--- src/rtl/multicycle_sequencer.sv ---
// rtl/multicycle_sequencer.sv - multicycle RV32I-subset control FSM
// Sequences shared ALU/memory per state, generates immediates, counts retired instructions.
module multicycle_sequencer #(
  parameter int INSTRET_W   = 32,
  parameter int MEM_TIMEOUT = 255
) (
  input  logic                 clk,
  input  logic                 rst,
  input  logic [31:0]          inst,
  input  logic                 zero,
  input  logic                 lt,
  input  logic                 mem_ready,
  output logic                 mem_read,
  output logic                 mem_write,
  output logic                 iord,
  output logic                 ir_write,
  output logic                 pc_write,
  output logic [1:0]           pc_source,
  output logic [1:0]           alu_src_a,
  output logic [1:0]           alu_src_b,
  output logic [1:0]           aluop,
  output logic                 reg_write,
  output logic [1:0]           wb_sel,
  output logic [31:0]          imm,
  output logic [3:0]           state,
  output logic                 illegal,
  output logic                 bus_error,
  output logic [INSTRET_W-1:0] instret
);
  typedef enum logic [3:0] {
    S_FETCH = 4'd0, S_DECODE = 4'd1, S_MEM_ADDR = 4'd2, S_MEM_RD = 4'd3,
    S_MEM_WB = 4'd4, S_MEM_WR = 4'd5, S_EXEC_R = 4'd6, S_EXEC_I = 4'd7,
    S_ALU_WB = 4'd8, S_BRANCH = 4'd9, S_JAL = 4'd10, S_TRAP = 4'd11
  } state_t;

  localparam logic [6:0] OP_LOAD   = 7'b0000011;
  localparam logic [6:0] OP_STORE  = 7'b0100011;
  localparam logic [6:0] OP_REG    = 7'b0110011;
  localparam logic [6:0] OP_IMM    = 7'b0010011;
  localparam logic [6:0] OP_BRANCH = 7'b1100011;
  localparam logic [6:0] OP_JAL    = 7'b1101111;

  localparam int WAIT_W = (MEM_TIMEOUT > 0) ? $clog2(MEM_TIMEOUT + 1) : 1;
  localparam logic [WAIT_W-1:0] WAIT_LIMIT = WAIT_W'(MEM_TIMEOUT);

  state_t                 state_q;
  logic [WAIT_W-1:0]      wait_q;
  logic                   illegal_q;
  logic                   bus_error_q;
  logic [INSTRET_W-1:0]   instret_q;

  logic [6:0] opcode;
  logic [2:0] funct3;
  logic       req_active;
  logic       timeout;
  logic       branch_ok;
  logic       taken;
  logic       retire;

  assign opcode     = inst[6:0];
  assign funct3     = inst[14:12];
  assign req_active = (state_q == S_FETCH) || (state_q == S_MEM_RD) || (state_q == S_MEM_WR);
  assign timeout    = (MEM_TIMEOUT != 0) && req_active && (wait_q == WAIT_LIMIT);
  assign branch_ok  = (funct3 == 3'b000) || (funct3 == 3'b001) || (funct3 == 3'b100);
  assign taken      = ((funct3 == 3'b000) && zero) || ((funct3 == 3'b001) && !zero) ||
                      ((funct3 == 3'b100) && lt);
  // A timed-out request never retires, even if mem_ready shows up in that same cycle.
  assign retire     = !timeout && ((state_q == S_MEM_WB) || (state_q == S_ALU_WB) ||
                      (state_q == S_JAL) || ((state_q == S_MEM_WR) && mem_ready) ||
                      ((state_q == S_BRANCH) && branch_ok));

  always_comb begin
    imm = 32'd0;
    case (opcode)
      OP_LOAD, OP_IMM: imm = {{20{inst[31]}}, inst[31:20]};
      OP_STORE:        imm = {{20{inst[31]}}, inst[31:25], inst[11:7]};
      OP_BRANCH:       imm = {{19{inst[31]}}, inst[31], inst[7], inst[30:25], inst[11:8], 1'b0};
      OP_JAL:          imm = {{11{inst[31]}}, inst[31], inst[19:12], inst[20], inst[30:21], 1'b0};
      default:         imm = 32'd0;
    endcase
  end

  always_comb begin
    mem_read  = 1'b0;
    mem_write = 1'b0;
    iord      = 1'b0;
    ir_write  = 1'b0;
    pc_write  = 1'b0;
    pc_source = 2'b00;
    alu_src_a = 2'b00;
    alu_src_b = 2'b00;
    aluop     = 2'b00;
    reg_write = 1'b0;
    wb_sel    = 2'b00;
    case (state_q)
      S_FETCH: begin
        mem_read  = 1'b1;
        alu_src_b = 2'b01;
        ir_write  = mem_ready;
        pc_write  = mem_ready;
      end
      S_DECODE:   begin alu_src_a = 2'b01; alu_src_b = 2'b10; end
      S_MEM_ADDR: begin alu_src_a = 2'b10; alu_src_b = 2'b10; end
      S_MEM_RD:   begin mem_read = 1'b1; iord = 1'b1; end
      S_MEM_WB:   begin reg_write = 1'b1; wb_sel = 2'b01; end
      S_MEM_WR:   begin mem_write = 1'b1; iord = 1'b1; end
      S_EXEC_R:   begin alu_src_a = 2'b10; aluop = 2'b10; end
      S_EXEC_I:   begin alu_src_a = 2'b10; alu_src_b = 2'b10; aluop = 2'b10; end
      S_ALU_WB:   reg_write = 1'b1;
      S_BRANCH: begin
        alu_src_a = 2'b10;
        aluop     = 2'b01;
        pc_source = 2'b01;
        pc_write  = taken;
      end
      S_JAL: begin
        reg_write = 1'b1;
        wb_sel    = 2'b10;
        pc_write  = 1'b1;
        pc_source = 2'b01;
      end
      default: ;
    endcase
    if (rst || timeout) begin
      mem_read  = 1'b0;
      mem_write = 1'b0;
      ir_write  = 1'b0;
      pc_write  = 1'b0;
      reg_write = 1'b0;
    end
  end

  always_ff @(posedge clk) begin
    if (rst) begin
      state_q     <= S_FETCH;
      wait_q      <= '0;
      illegal_q   <= 1'b0;
      bus_error_q <= 1'b0;
      instret_q   <= '0;
    end else begin
      if (retire) instret_q <= instret_q + {{(INSTRET_W-1){1'b0}}, 1'b1};
      if (MEM_TIMEOUT != 0 && req_active && !mem_ready) wait_q <= wait_q + WAIT_W'(1);
      else                                              wait_q <= '0;
      if (timeout) begin
        state_q     <= S_TRAP;
        bus_error_q <= 1'b1;
        wait_q      <= '0;
      end else begin
        case (state_q)
          S_FETCH:  if (mem_ready) state_q <= S_DECODE;
          S_DECODE: begin
            case (opcode)
              OP_LOAD, OP_STORE: state_q <= S_MEM_ADDR;
              OP_REG:            state_q <= S_EXEC_R;
              OP_IMM:            state_q <= S_EXEC_I;
              OP_BRANCH:         state_q <= S_BRANCH;
              OP_JAL:            state_q <= S_JAL;
              default: begin
                state_q   <= S_TRAP;
                illegal_q <= 1'b1;
              end
            endcase
          end
          S_MEM_ADDR: state_q <= (opcode == OP_STORE) ? S_MEM_WR : S_MEM_RD;
          S_MEM_RD:   if (mem_ready) state_q <= S_MEM_WB;
          S_MEM_WB:   state_q <= S_FETCH;
          S_MEM_WR:   if (mem_ready) state_q <= S_FETCH;
          S_EXEC_R:   state_q <= S_ALU_WB;
          S_EXEC_I:   state_q <= S_ALU_WB;
          S_ALU_WB:   state_q <= S_FETCH;
          S_BRANCH: begin
            if (branch_ok) state_q <= S_FETCH;
            else begin
              state_q   <= S_TRAP;
              illegal_q <= 1'b1;
            end
          end
          S_JAL:      state_q <= S_FETCH;
          S_TRAP:     state_q <= S_TRAP;
          default:    state_q <= S_FETCH;
        endcase
      end
    end
  end

  assign state     = state_q;
  assign illegal   = illegal_q;
  assign bus_error = bus_error_q;
  assign instret   = instret_q;

endmodule

--- config.mk ---
export PLATFORM = sky130hd
export DESIGN_NAME = multicycle_sequencer
export DESIGN_NICKNAME = d
export VERILOG_FILES = /design/src/rtl/multicycle_sequencer.sv
export SDC_FILE = /design/constraint.sdc
export NUM_CORES = 1
export LEC_CHECK = 0
export ABC_CLOCK_PERIOD_IN_PS = 8800
export BUFFER_PORTS_ARGS = -buffer_cell sky130_fd_sc_hd__buf_2
export CAP_MARGIN = 20
export CORE_MARGIN = 2
export CORE_UTILIZATION = 50
export CTS_CLUSTER_SIZE = 40
export DETAILED_ROUTE_END_ITERATION = 8
export PLACE_DENSITY = 0.83
export SLEW_MARGIN = 30
export SYNTH_ARGS = -nofsm -noshare
export SYNTH_HDL_FRONTEND = slang
export SYNTH_SLANG_ARGS = --single-unit
--- constraint.sdc ---
create_clock -name clk -period 8.8 [get_ports clk]
set_clock_uncertainty 0.05 [all_clocks]
set_input_delay 2.64 -clock clk [delete_from_list [all_inputs] [get_ports clk]]
set_output_delay 2.64 -clock clk [all_outputs]
set_load 0.01 [all_outputs]
# Word level (Yosys, flattened, before mapping)
# Cells that the tools add are included.
# op_classes
addsub	2
n_eq_ne	28
n_mux	28
bitwise	2
reduce_logical	40
# ops
operator	n
case mux 32 bit (4 select lines)	1
adder 32 x 1 -> 32 bit (second input constant)	1
case mux 4 bit (8 select lines)	1
2-to-1 mux 4 bit	5
case mux 4 bit (5 select lines)	1
equality test 4 x 3 -> 1 bit (second input constant)	4
equality test 4 bit (second input constant)	4
case mux 2 bit (2 select lines)	4
equality test 7 x 6 -> 1 bit (second input constant)	2
equality test 7 bit (second input constant)	2
OR reduction 2 bit	7
2-to-1 mux 1 bit	13
logical OR 1 bit	11
inequality test 2 bit (second input constant)	5
inequality test 3 bit (second input constant)	3
OR reduction 3 bit	3
adder 8 x 1 -> 8 bit (second input constant)	1
equality test 4 x 2 -> 1 bit (second input constant)	2
equality test 8 bit (second input constant)	1
logical AND 1 bit	8
equality test 7 x 2 -> 1 bit (second input constant)	1
equality test 7 x 5 -> 1 bit (second input constant)	1
AND reduction 3 bit	2
OR reduction 6 bit	1
13 further kinds	16
# totals
register_bits	46
in_bits	37
output_inout_bits	86

# Longest topological paths before layout
# Gate-level depths: netlist of run 1.
# logic_depth
word_depth	6
mapped_depth	8
mapped_depth_nobuf	6

# Worst setup path after synthesis of run 1
# No wires, ideal clock.
# synth_timing
path_kind	input -> output
startpoint	input inst[6]
endpoint	output imm[21]
t_arrival_ns	4.144
required_time_ns	6.110
path_slack_ns	1.966
cell_stages	6
path_buffers	2
path_cell_list	clkbuf_1 nand3_1 or2_2 a21oi_1 and2_1 buf_4
# synth_between
elab_chain_cells	3
# synth_lines
element	line_no	rtl
from (decl)	9	input logic [31:0] inst,
equality test 7 x 5 -> 1 bit / equality test 7 x 2 -> 1 bit (equally long branches)	74	case (opcode)
OR reduction 2 bit	74	
case mux 32 bit (4 select lines) *	74	
to (decl)	24	output logic [31:0] imm,
# Mark *: on every way between the ends. The rest lies on a longest branch, timed or not.

# Worst setup path after layout of run 1
# layout_timing
startpoint	input inst[4]
endpoint	output imm[21]
# Same word-level chain as after synthesis.

==> qor.txt, run 1 <==
vias after detailed routing -> 3259
H-tree depth reported by CTS -> 2
Cell Count, Final, Fillers Out -> 557
buffers and inverters on the worst path -> 2
category of the worst setup path launch point -> input port
Hold Vio Cnt, Final -> 0
highest-count cells in the layout ignoring fill and taps -> 121 x sky130_fd_sc_hd__buf_2, 46 x sky130_fd_sc_hd__dfxtp_1, 41 x sky130_fd_sc_hd__nor2_1, 38 x sky130_fd_sc_hd__a21oi_1, 22 x sky130_fd_sc_hd__o21ai_0
number of input and output port buffers inserted -> 121
cell area after synthesis -> 2950 µm²
most common cell after layout, fill and taps aside -> sky130_fd_sc_hd__buf_2
Crit path arrival time -> 4.21 ns
starting density of the core -> 52.5%
share of final-layout standard cells stronger than drive strength 1 -> 28.5%
mean number of vias per cell -> 5.85
startpoint of the worst hold path -> wait_q[0]
total negative slack for setup checks -> 0 ns
proportion of netlist area held by the largest area contributor -> 31.3%
Setup Buffers After CTS -> 0
Sequential Area -> 921 µm²
post-route fraction of the period consumed by the critical path -> 78.4%
number of clock buffers inserted by TritonCTS -> 5
number of DRC markers after the initial detailed-route iteration -> 214
number of stages on the worst hold path -> 1
Distinct cells, synth -> 53
vertical extent of the die -> 80.8 µm
core region area -> 5610 µm²
worst-path cell with the longest stage delay -> sky130_fd_sc_hd__and2_1
synthesized area per cell -> 7.61 µm²
DRC errors left -> 0
Max Fanout on Critical Path -> 12
io pins -> 123
Highest Clock Rate -> 145 MHz
status -> finished clean
antenna violations before repair -> 0
CP top delay family -> simple AND/OR/NAND/NOR gates
TritonCTS sink count -> 46
final HPWL from detailed placement -> 5910 µm
maximum number of pins on one net before global-route repair -> 46
Synth Flop Type -> sky130_fd_sc_hd__dfxtp_1
total of endpoints with negative setup slack in the final report -> 0
number of nets produced by synthesis -> 426
# diodes -> 0
Post-synth EDFFs -> 0
maximum buffer depth of the clock tree -> 2
layout overhead on the synthesized area -> 21.5%
worst rel slew slack -> 44.6%
grt ovf -> 0
drt first pass iters -> 6
Post-Syn Instances -> 387
post-CTS clock slew at the launch and capture registers of the worst setup and hold paths -> 0.08 ns
critical path capture point type -> primary output
Async SR Flop Fraction -> 0%
WL per Instance -> 14.2 µm
global-route wire length before repair -> 12800 µm
placed cell count -> 549
worst reg2reg path startpoint -> state[2]
class of the tightest hold or removal check -> reg -> reg
source of the critical timing path -> inst[4]
P per Cell Area -> 175 nW/µm²
Least-Margin Pin Slew -> 0.831 ns
synth warn -> 0
crit-path max cell delay -> 0.37 ns
MaxCap Viol Count -> 0
filler cell count -> 511
hold worst-path end -> wait_q[0]
die span in x -> 80.8 µm
sequence of cells on the critical path -> buf_2, nand2b_1, or2_2, a21oi_1, and2_1, buf_2
residual antenna-violating net count after detailed routing -> 0
Routed Wire Length -> 7890 µm
minimum setup slack among reg-to-reg paths -> 6.17 ns
Worst Reg2Reg Path Length in Cells -> 5
static power due to leakage -> 0.00159 µW
Final nets -> 523
area leader, netlist -> sky130_fd_sc_hd__dfxtp_1
Die Outline Area -> 6520 µm²
setup repair after global routing missed its margin -> no
max-slew violation count -> 0
leading post-synthesis cells by cell area -> sky130_fd_sc_hd__dfxtp_1 31%, sky130_fd_sc_hd__a21oi_1 6.5%, sky130_fd_sc_hd__nor2_1 5.2%, sky130_fd_sc_hd__or3_1 3.8%, sky130_fd_sc_hd__o21ai_0 3.7%
Gates resized, CTS repair -> 0
Critical Path Most Common Cell -> sky130_fd_sc_hd__buf_2
placer congestion estimate -> 0.886
worst skew pair latency -> 0.30 ns
# rows -> 27
hold-fix buffer count after cts -> 0
combined area of the multi-input logic cells -> 1810 µm²
GRT Overall Usage -> 24.1%
destination of the worst register-to-register timing path -> instret[29]
VDD IR max -> 109 µV
CTS Root Buffer Type -> sky130_fd_sc_hd__clkbuf_8
vias in the first global route -> 2839
TritonCTS clock tree -> built
worst path required time -> 6.11 ns
sequential share of the synthesized area -> 31.3%
min cycle time layout -> 6.90 ns
number of synthesized register bits -> 46
start-to-end type of the worst setup path -> in -> out
[cell usage after synthesis, types with 4 or more instances]
master	n
sky130_fd_sc_hd__nor2_1	41
sky130_fd_sc_hd__xor2_1	4
sky130_fd_sc_hd__clkbuf_1	11
sky130_fd_sc_hd__or3_1	18
sky130_fd_sc_hd__o21ai_1	4
sky130_fd_sc_hd__nand2_1	19
sky130_fd_sc_hd__a21o_1	10
sky130_fd_sc_hd__xnor2_1	6
sky130_fd_sc_hd__buf_2	4
sky130_fd_sc_hd__nand4_1	14
sky130_fd_sc_hd__a22o_1	5
sky130_fd_sc_hd__nand2b_1	7
sky130_fd_sc_hd__dfxtp_1	46
sky130_fd_sc_hd__or4_1	7
sky130_fd_sc_hd__nand3_1	17
sky130_fd_sc_hd__mux2_1	4
sky130_fd_sc_hd__inv_1	12
sky130_fd_sc_hd__buf_4	13
sky130_fd_sc_hd__and3_1	7
sky130_fd_sc_hd__o31ai_1	8
sky130_fd_sc_hd__nor3_1	10
sky130_fd_sc_hd__a21oi_1	38
sky130_fd_sc_hd__nor4_1	6
sky130_fd_sc_hd__o21ai_0	22
sky130_fd_sc_hd__and2_1	10
sky130_fd_sc_hd__nor2b_1	7
[worst max-delay path by stage]
stage	to	slack [ns]	cells past startpoint
6_report	imm[21]	1.90	6
5_1_grt	imm[24]	1.72	6
4_1_cts	imm[21]	1.94	6
3_5_place_dp	imm[21]	1.94	6
3_3_place_gp	imm[20]	1.98	6
2_1_floorplan	imm[21]	1.97	6
[report_power, final]
part           internal, µW  switching, µW  leakage [µW]
sequential              220           33.4      0.000371
combinational          87.8            131       0.00117
clock                  84.7           70.4     0.0000514
[sequential cells by signal (all words and copies together), names as in the netlist]
| name | count |
|---|---|
| wait_q | 8 |
| instret | 32 |
| illegal | 1 |
| bus_error | 1 |
| state | 4 |
[worst register-to-register path, stage by stage, from the launching register on]
cell and delay, ns:
sky130_fd_sc_hd__dfxtp_1 0.58, sky130_fd_sc_hd__nand2b_1 0.26, sky130_fd_sc_hd__a211oi_2 0.48, sky130_fd_sc_hd__o22ai_4 0.31
sky130_fd_sc_hd__nor4_1 0.48, sky130_fd_sc_hd__mux2_1 0.36
[cells by family (layout without fill, tap and decap cells)]
logic type                 Yosys count  after routing  share of synthesized area [%]
and+or+nand+nor                    173            173                           31.4
AOI/OAI and AO/OA                  107            107                           23.7
DFF                                 46             46                           31.3
buffers and inverters               43            141                           7.81
xor gates and xnor gates            10             10                           2.97
muxes                                5              5                           1.87
adders and majority gates            2              2                          0.849
other                                1              1                          0.127
[cell type report]
type                    count  area share (%)
multi-input cells         298            50.5
flip-flops and latches     46            25.7
repair buffers            121            16.9
well taps                  72            2.52
clock buffers               6            2.03
inverters                  12            1.26
clock inverters             2            1.05
[metrics by stage]
step	total power [µW]	hold WS, ns	instance area, µm²	worst slack [ns]	utilization, %
after floorplan	412	0.363	2950	1.97	-
after global placement	467	0.379	3460	1.98	61.6
after detailed placement	470	0.387	3460	1.94	61.6
after CTS	626	0.399	3570	1.94	63.6
after global routing	665	0.420	3580	1.72	63.9
final	627	0.397	3580	1.90	63.9
[metal layers]
layer | vias up | global-route usage (%) | share of wire, %
met1 | 1478 | 29.2 | 42
met3 | 24 | 4.78 | 8.2
li1 | 1590 | - | -
met5 | - | 0 | 0
met4 | 0 | 7.63 | 2.2
met2 | 167 | 43.0 | 48
Note: power is estimated with default switching activity, not from simulation.
==> run 2, diff against run 1 <==
--- a/config.mk
+++ b/config.mk
@@ -5,14 +5,15 @@
 export SDC_FILE = /design/constraint.sdc
 export NUM_CORES = 1
 export LEC_CHECK = 0
-export ABC_CLOCK_PERIOD_IN_PS = 8800
+export ABC_AREA = 1
+export ABC_CLOCK_PERIOD_IN_PS = 6900
 export BUFFER_PORTS_ARGS = -buffer_cell sky130_fd_sc_hd__buf_2
 export CAP_MARGIN = 20
 export CORE_MARGIN = 2
 export CORE_UTILIZATION = 50
 export CTS_CLUSTER_SIZE = 40
 export DETAILED_ROUTE_END_ITERATION = 8
-export PLACE_DENSITY = 0.83
+export PLACE_DENSITY = 0.81
 export SLEW_MARGIN = 30
 export SYNTH_ARGS = -nofsm -noshare
 export SYNTH_HDL_FRONTEND = slang
==> constraint.sdc (replaced) <==
create_clock -name clk -period 6.9 [get_ports clk]
set_clock_uncertainty 0.05 [all_clocks]
set_input_delay 2.07 -clock clk [delete_from_list [all_inputs] [get_ports clk]]
set_output_delay 2.07 -clock clk [all_outputs]
set_load 0.01 [all_outputs]
==> run 2 against run 1 <==
Net effect:
- core utilization fell by 1.4 points
- via count rose by 18%
- die area rose by 12%
- hold slack improved by 0.010 ns
- clock power rose by 37%
- combinational power rose by 22%
==> qor.txt, run 2 <==
MaxCap Viol Count -> 0
area leader, netlist -> sky130_fd_sc_hd__dfxtp_1
startpoint of the worst hold path -> wait_q[0]
destination of the worst register-to-register timing path -> instret[29]
worst skew pair latency -> 0.31 ns
Crit path arrival time -> 3.67 ns
WL per Instance -> 12.1 µm
number of synthesized register bits -> 46
largest family of logic cells by synthesized area -> simple AND/OR/NAND/NOR gates
io pins -> 123
cell area after synthesis -> 3320 µm²
minimum setup slack among reg-to-reg paths -> 4.81 ns
Die Outline Area -> 7300 µm²
grt ovf -> 0
number of nets produced by synthesis -> 620
total of endpoints with negative setup slack in the final report -> 0
# rows -> 29
buffers and inverters on the worst path -> 3
number of DRC markers after the initial detailed-route iteration -> 180
total negative slack for setup checks -> 0 ns
maximum number of pins on one net before global-route repair -> 37
number of stages on the worst hold path -> 1
most frequent cells after synthesis -> 233 x sky130_fd_sc_hd__nand2_1, 94 x sky130_fd_sc_hd__nor2_1, 51 x sky130_fd_sc_hd__inv_1, 46 x sky130_fd_sc_hd__dfxtp_1, 40 x sky130_fd_sc_hd__a21oi_1
TritonCTS clock tree -> built
hold-fix buffer count after cts -> 0
P per Cell Area -> 197 nW/µm²
Highest Clock Rate -> 173 MHz
synth warn -> 0
number of clock buffers inserted by TritonCTS -> 5
layout overhead on the synthesized area -> 20.2%
vias in the first global route -> 3349
Worst Reg2Reg Path Length in Cells -> 8
global-route wire length before repair -> 14900 µm
Hold Vio Cnt, Final -> 0
setup repair after global routing missed its margin -> no
Least-Margin Pin Slew -> 0.655 ns
CP top delay family -> simple AND/OR/NAND/NOR gates
drt first pass iters -> 4
synthesized area per cell -> 5.71 µm²
leading post-synthesis cells by cell area -> sky130_fd_sc_hd__dfxtp_1 28%, sky130_fd_sc_hd__nand2_1 26%, sky130_fd_sc_hd__nor2_1 11%, sky130_fd_sc_hd__a21oi_1 6.0%, sky130_fd_sc_hd__inv_1 5.8%
critical path capture point type -> primary output
Synth Area in Simple Gates -> 46.5%
die span in x -> 85.4 µm
post-CTS clock slew at the launch and capture registers of the worst setup and hold paths -> 0.09 ns
core region area -> 6390 µm²
crit-path max cell delay -> 0.52 ns
max-slew violation count -> 0
sequential share of the synthesized area -> 27.8%
share of synthesized cell area in full adder, half adder and majority cells -> 0.755%
Final nets -> 726
Critical Path Most Common Cell -> sky130_fd_sc_hd__nor2_1
maximum buffer depth of the clock tree -> 2
CTS Root Buffer Type -> sky130_fd_sc_hd__clkbuf_8
category of the worst setup path launch point -> input port
Setup Buffers After CTS -> 0
worst reg2reg path startpoint -> wait_q[0]
Gates resized, CTS repair -> 0
start-to-end type of the worst setup path -> in -> out
residual antenna-violating net count after detailed routing -> 0
GRT Overall Usage -> 25.2%
Post-Route Utilization -> 62.4%
most common cell in the netlist -> sky130_fd_sc_hd__nand2_1
post-route fraction of the period consumed by the critical path -> 84.0%
H-tree depth reported by CTS -> 2
sequence of cells on the critical path -> buf_2, nor2_1, nand2_1, nor2_1, inv_1, nor2_1, nor2_1, a21oi_1, buf_2
worst-path cell with the longest stage delay -> sky130_fd_sc_hd__a21oi_1
vias after detailed routing -> 3855
Cell Count, Final, Fillers Out -> 765
status -> finished clean
worst path required time -> 4.78 ns
VDD IR max -> 122 µV
min cycle time layout -> 5.79 ns
Post-synth EDFFs -> 0
DRC errors left -> 0
starting density of the core -> 51.9%
highest-count cells in the layout ignoring fill and taps -> 233 x sky130_fd_sc_hd__nand2_1, 121 x sky130_fd_sc_hd__buf_2, 94 x sky130_fd_sc_hd__nor2_1, 51 x sky130_fd_sc_hd__inv_1, 46 x sky130_fd_sc_hd__dfxtp_1
antenna violations before repair -> 0
worst rel slew slack -> 56.4%
number of input and output port buffers inserted -> 121
Max Fanout on Critical Path -> 12
mean number of vias per cell -> 5.04
placer congestion estimate -> 0.919
Post-Syn Instances -> 581
final HPWL from detailed placement -> 7310 µm
TritonCTS sink count -> 46
vertical extent of the die -> 85.4 µm
share of final-layout standard cells stronger than drive strength 1 -> 22.2%
static power due to leakage -> 0.00199 µW
Distinct cells, synth -> 32
share of the synthesized area in compound gates (AO/OA/AOI/OAI) -> 8.60%
max reg flops -> 32
mux cell area share after synthesis -> 0%
class of the tightest hold or removal check -> reg -> reg
hold worst-path end -> wait_q[0]
# diodes -> 0
placed cell count -> 757
Routed Wire Length -> 9280 µm
proportion of netlist area held by the largest area contributor -> 27.8%
Async SR Flop Fraction -> 0%
most common cell after layout, fill and taps aside -> sky130_fd_sc_hd__nand2_1
Synth Flop Type -> sky130_fd_sc_hd__dfxtp_1
area share of xor/xnor cells in the synthesized design -> 5.02%
filler cell count -> 656
==> run 2: cell count changes after synthesis, sizes merged, moves of 10 or more <==
cell   change
a21o      -10
and2      -10
inv       +45
nand2    +220
nand3     +11
nand4     -12
nor2      +58
o21ai     -16
or3       -18
xor2      +10
==> run 2: layer usage <==
layer	wire length, µm	GRT usage [%]	up-vias
met3	707	3.40	10
met2	4410	44.0	127
met5	0	0	-
met1	4080	32.9	1735
li1	-	-	1983
met4	79	5.77	0
==> run 2: kinds of logic after synthesis <==
family,Yosys count
flip-flops,46
AND/OR/NAND/NOR,377
AO/OA/AOI/OAI,55
adder cells (fa/ha/maj),2
XOR/XNOR,19
buffers and inverters,81
other,1
==> run 2: final cells by class <==
type                       instances  area [µm²]  area share (%)
clock buffer                       5        68.8            1.73
multi-input combinational        454        2020            50.7
tap                               77        96.3            2.42
timing repair buffer             122         613            15.4
inverter                          58         218            5.46
clock inverter                     3        47.5            1.19
sequential                        46         921            23.1
==> run 2: through the flow <==
stage / hold WS [ns] / worst slack (ns) / instance area, µm² / total power, µW
after floorplan: 0.368 / 1.22 / 3320 / 503
after global placement: 0.379 / 1.18 / 3870 / 577
after detailed placement: 0.392 / 1.08 / 3870 / 581
after CTS: 0.408 / 1.08 / 3990 / 791
after global routing: 0.430 / 0.914 / 3990 / 834
final: 0.407 / 1.11 / 3990 / 784
==> run 2: worst register-to-register path: stages, from the launching register on <==
cell	delay, ns
sky130_fd_sc_hd__dfxtp_1	0.36
sky130_fd_sc_hd__ha_1	0.19
sky130_fd_sc_hd__nand3_1	0.15
sky130_fd_sc_hd__nor3_2	0.21
sky130_fd_sc_hd__nand2_4	0.12
sky130_fd_sc_hd__nand2_4	0.32
sky130_fd_sc_hd__inv_2	0.31
sky130_fd_sc_hd__nand2_1	0.15
sky130_fd_sc_hd__a21oi_1	0.08
==> run 2: power breakdown <==
group,total (µW),switching [µW],internal [µW]
Combinational,268,180,88.3
Clock,212,101,111
Sequential,305,23.0,282
==> run 2: worst max-delay path by stage <==
stage,from,end,slack (ns),cells after the start
4_1_cts,inst[3],imm[31],1.08,9
6_report,inst[3],imm[29],1.11,9
3_3_place_gp,inst[3],imm[22],1.18,9
2_1_floorplan,inst[4],imm[21],1.22,7
3_5_place_dp,inst[3],imm[31],1.08,9
5_1_grt,inst[3],imm[23],0.91,9
==> run 3, diff against run 2 <==
--- a/config.mk
+++ b/config.mk
@@ -5,12 +5,12 @@
 export SDC_FILE = /design/constraint.sdc
 export NUM_CORES = 1
 export LEC_CHECK = 0
-export ABC_AREA = 1
-export ABC_CLOCK_PERIOD_IN_PS = 6900
+export ABC_AREA = 0
+export ABC_CLOCK_PERIOD_IN_PS = 5750
 export BUFFER_PORTS_ARGS = -buffer_cell sky130_fd_sc_hd__buf_2
 export CAP_MARGIN = 20
 export CORE_MARGIN = 2
-export CORE_UTILIZATION = 50
+export CORE_UTILIZATION = 49
 export CTS_CLUSTER_SIZE = 40
 export DETAILED_ROUTE_END_ITERATION = 8
 export PLACE_DENSITY = 0.81
==> constraint.sdc (replaced) <==
create_clock -name clk -period 5.75 [get_ports clk]
set_clock_uncertainty 0.05 [all_clocks]
set_input_delay 1.725 -clock clk [delete_from_list [all_inputs] [get_ports clk]]
set_output_delay 1.725 -clock clk [all_outputs]
set_load 0.01 [all_outputs]
==> run 3 against run 2 <==
Net effect:
- routed wire length down 15%
- sequential share of layout area up 2.7 points
- largest cell class unchanged
- global-route usage down 2.0 points
- first-iteration DRC count down 27%
==> qor.txt, run 3 (synthesis gave the netlist of run 1 again) <==
# diodes -> 0
buffers and inverters on the worst path -> 2
residual antenna-violating net count after detailed routing -> 0
met3 wire len -> 520 µm
smallest hold slack -> 0.402 ns
destination of the worst register-to-register timing path -> instret[26]
antenna violations before repair -> 0
layout overhead on the synthesized area -> 21.1%
filler cell count -> 538
crit-path max cell delay -> 0.33 ns
# rows -> 28
most common cell after layout, fill and taps aside -> sky130_fd_sc_hd__buf_2
TritonCTS sink count -> 46
grt ovf -> 0
hold worst-path end -> illegal
worst-path cell with the longest stage delay -> sky130_fd_sc_hd__or2_2
hold-fix buffer count after cts -> 0
worst rel slew slack -> 44.6%
Max Fanout on Critical Path -> 12
mean number of vias per cell -> 5.74
drt first pass iters -> 4
post-CTS clock slew at the launch and capture registers of the worst setup and hold paths -> 0.08 ns
worst reg2reg path startpoint -> state[0]
setup repair after global routing missed its margin -> no
class of the tightest hold or removal check -> reg -> reg
Final nets -> 524
maximum number of pins on one net before global-route repair -> 31
MaxCap Viol Count -> 0
GRT Overall Usage -> 23.2%
starting density of the core -> 50.4%
VDD IR max -> 189 µV
min cycle time layout -> 5.01 ns
core region area -> 5850 µm²
io pins -> 123
TritonCTS clock tree -> built
Highest Clock Rate -> 200 MHz
worst path required time -> 3.97 ns
final standard cell area without fillers -> 3570 µm²
Setup Buffers After CTS -> 0
minimum setup slack among reg-to-reg paths -> 3.15 ns
number of clock buffers inserted by TritonCTS -> 5
post-route fraction of the period consumed by the critical path -> 87.1%
placer congestion estimate -> 0.869
static power due to leakage -> 0.00159 µW
max-slew violation count -> 0
Critical Path Most Common Cell -> sky130_fd_sc_hd__buf_2
P per Cell Area -> 259 nW/µm²
max reg flops -> 32
Hold Vio Cnt, Final -> 0
sequence of cells on the critical path -> buf_2, nand2b_1, or2_2, a21oi_1, and2_1, buf_2
vias after detailed routing -> 3221
number of DRC markers after the initial detailed-route iteration -> 131
Die Outline Area -> 6650 µm²
global-route wire length before repair -> 12400 µm
Least-Margin Pin Slew -> 0.824 ns
category of the worst setup path launch point -> input port
status -> finished clean
total of endpoints with negative setup slack in the final report -> 0
share of final-layout standard cells stronger than drive strength 1 -> 28.4%
H-tree depth reported by CTS -> 2
vias in the first global route -> 2855
number of stages on the worst hold path -> 2
WL per Instance -> 14.0 µm
final HPWL from detailed placement -> 5960 µm
cell area after placement -> 3470 µm²
detailed-route wire length on metal 1 -> 3320 µm
CTS Root Buffer Type -> sky130_fd_sc_hd__clkbuf_8
vertical extent of the die -> 81.5 µm
final worst slack -> 0.745 ns
pre-CTS WS -> 0.739 ns
DRC errors left -> 0
Crit path arrival time -> 3.23 ns
startpoint of the worst hold path -> illegal
Routed Wire Length -> 7870 µm
critical path capture point type -> primary output
total negative slack for setup checks -> 0 ns
topmost layer with routed signal wires -> met4
maximum buffer depth of the clock tree -> 2
Gates resized, CTS repair -> 0
routed length on met2 -> 3850 µm
number of input and output port buffers inserted -> 121
Worst Reg2Reg Path Length in Cells -> 5
highest-count cells in the layout ignoring fill and taps -> 121 x sky130_fd_sc_hd__buf_2, 46 x sky130_fd_sc_hd__dfxtp_1, 41 x sky130_fd_sc_hd__nor2_1, 38 x sky130_fd_sc_hd__a21oi_1, 22 x sky130_fd_sc_hd__o21ai_0
worst skew pair latency -> 0.29 ns
start-to-end type of the worst setup path -> in -> out
die span in x -> 81.5 µm
CP top delay family -> simple AND/OR/NAND/NOR gates
[run 3: worst max path at each step]
stage | startpoint | end | depth (start not counted) | slack [ns]
6_report | inst[4] | imm[23] | 6 | 0.74
5_1_grt | inst[4] | imm[26] | 6 | 0.59
4_1_cts | inst[4] | imm[23] | 6 | 0.74
3_5_place_dp | inst[4] | imm[23] | 6 | 0.74
2_1_floorplan | inst[6] | imm[21] | 6 | 0.75
3_3_place_gp | inst[4] | imm[28] | 6 | 0.82
[run 3: routing by layer]
layer | up-vias | global-route usage, %
met5 | - | 0
met4 | 0 | 9.49
met3 | 19 | 3.85
met2 | 119 | 40.3
met1 | 1484 | 28.3
li1 | 1599 | -
[run 3: through the flow]
step / utilization, % / cells / power, µW
global placement: 59.3 / 553 / 713
finish: 61.0 / 561 / 923
global route: 61.0 / 561 / 980
floorplan: - / 387 / 631
detailed placement: 59.3 / 553 / 722
CTS: 60.8 / 561 / 919
[run 3: power by group]
| group | total, µW | switching, µW | internal [µW] |
|---|---|---|---|
| logic | 336 | 201 | 135 |
| clock network | 200 | 103 | 97.1 |
| registers | 387 | 51.0 | 336 |
[run 3: worst reg2reg max path, cell delays in order, from the launching register on]
cell and delay [ns]:
sky130_fd_sc_hd__dfxtp_1 0.78, sky130_fd_sc_hd__xnor2_1 0.25, sky130_fd_sc_hd__a22oi_4 0.33, sky130_fd_sc_hd__o221ai_2 0.30, sky130_fd_sc_hd__nor4_1 0.43, sky130_fd_sc_hd__mux2_1 0.36
[run 3: layout make-up]
cell class | instances | area [µm²] | area share (%)
Clock buffer | 7 | 86.3 | 2.42
Clock inverter | 1 | 5.00 | 0.140
Inverter | 12 | 45.0 | 1.26
Multi-Input combinational cell | 298 | 1800 | 50.5
Sequential cell | 46 | 921 | 25.8
Tap cell | 75 | 93.8 | 2.63
Timing Repair Buffer | 122 | 613 | 17.2
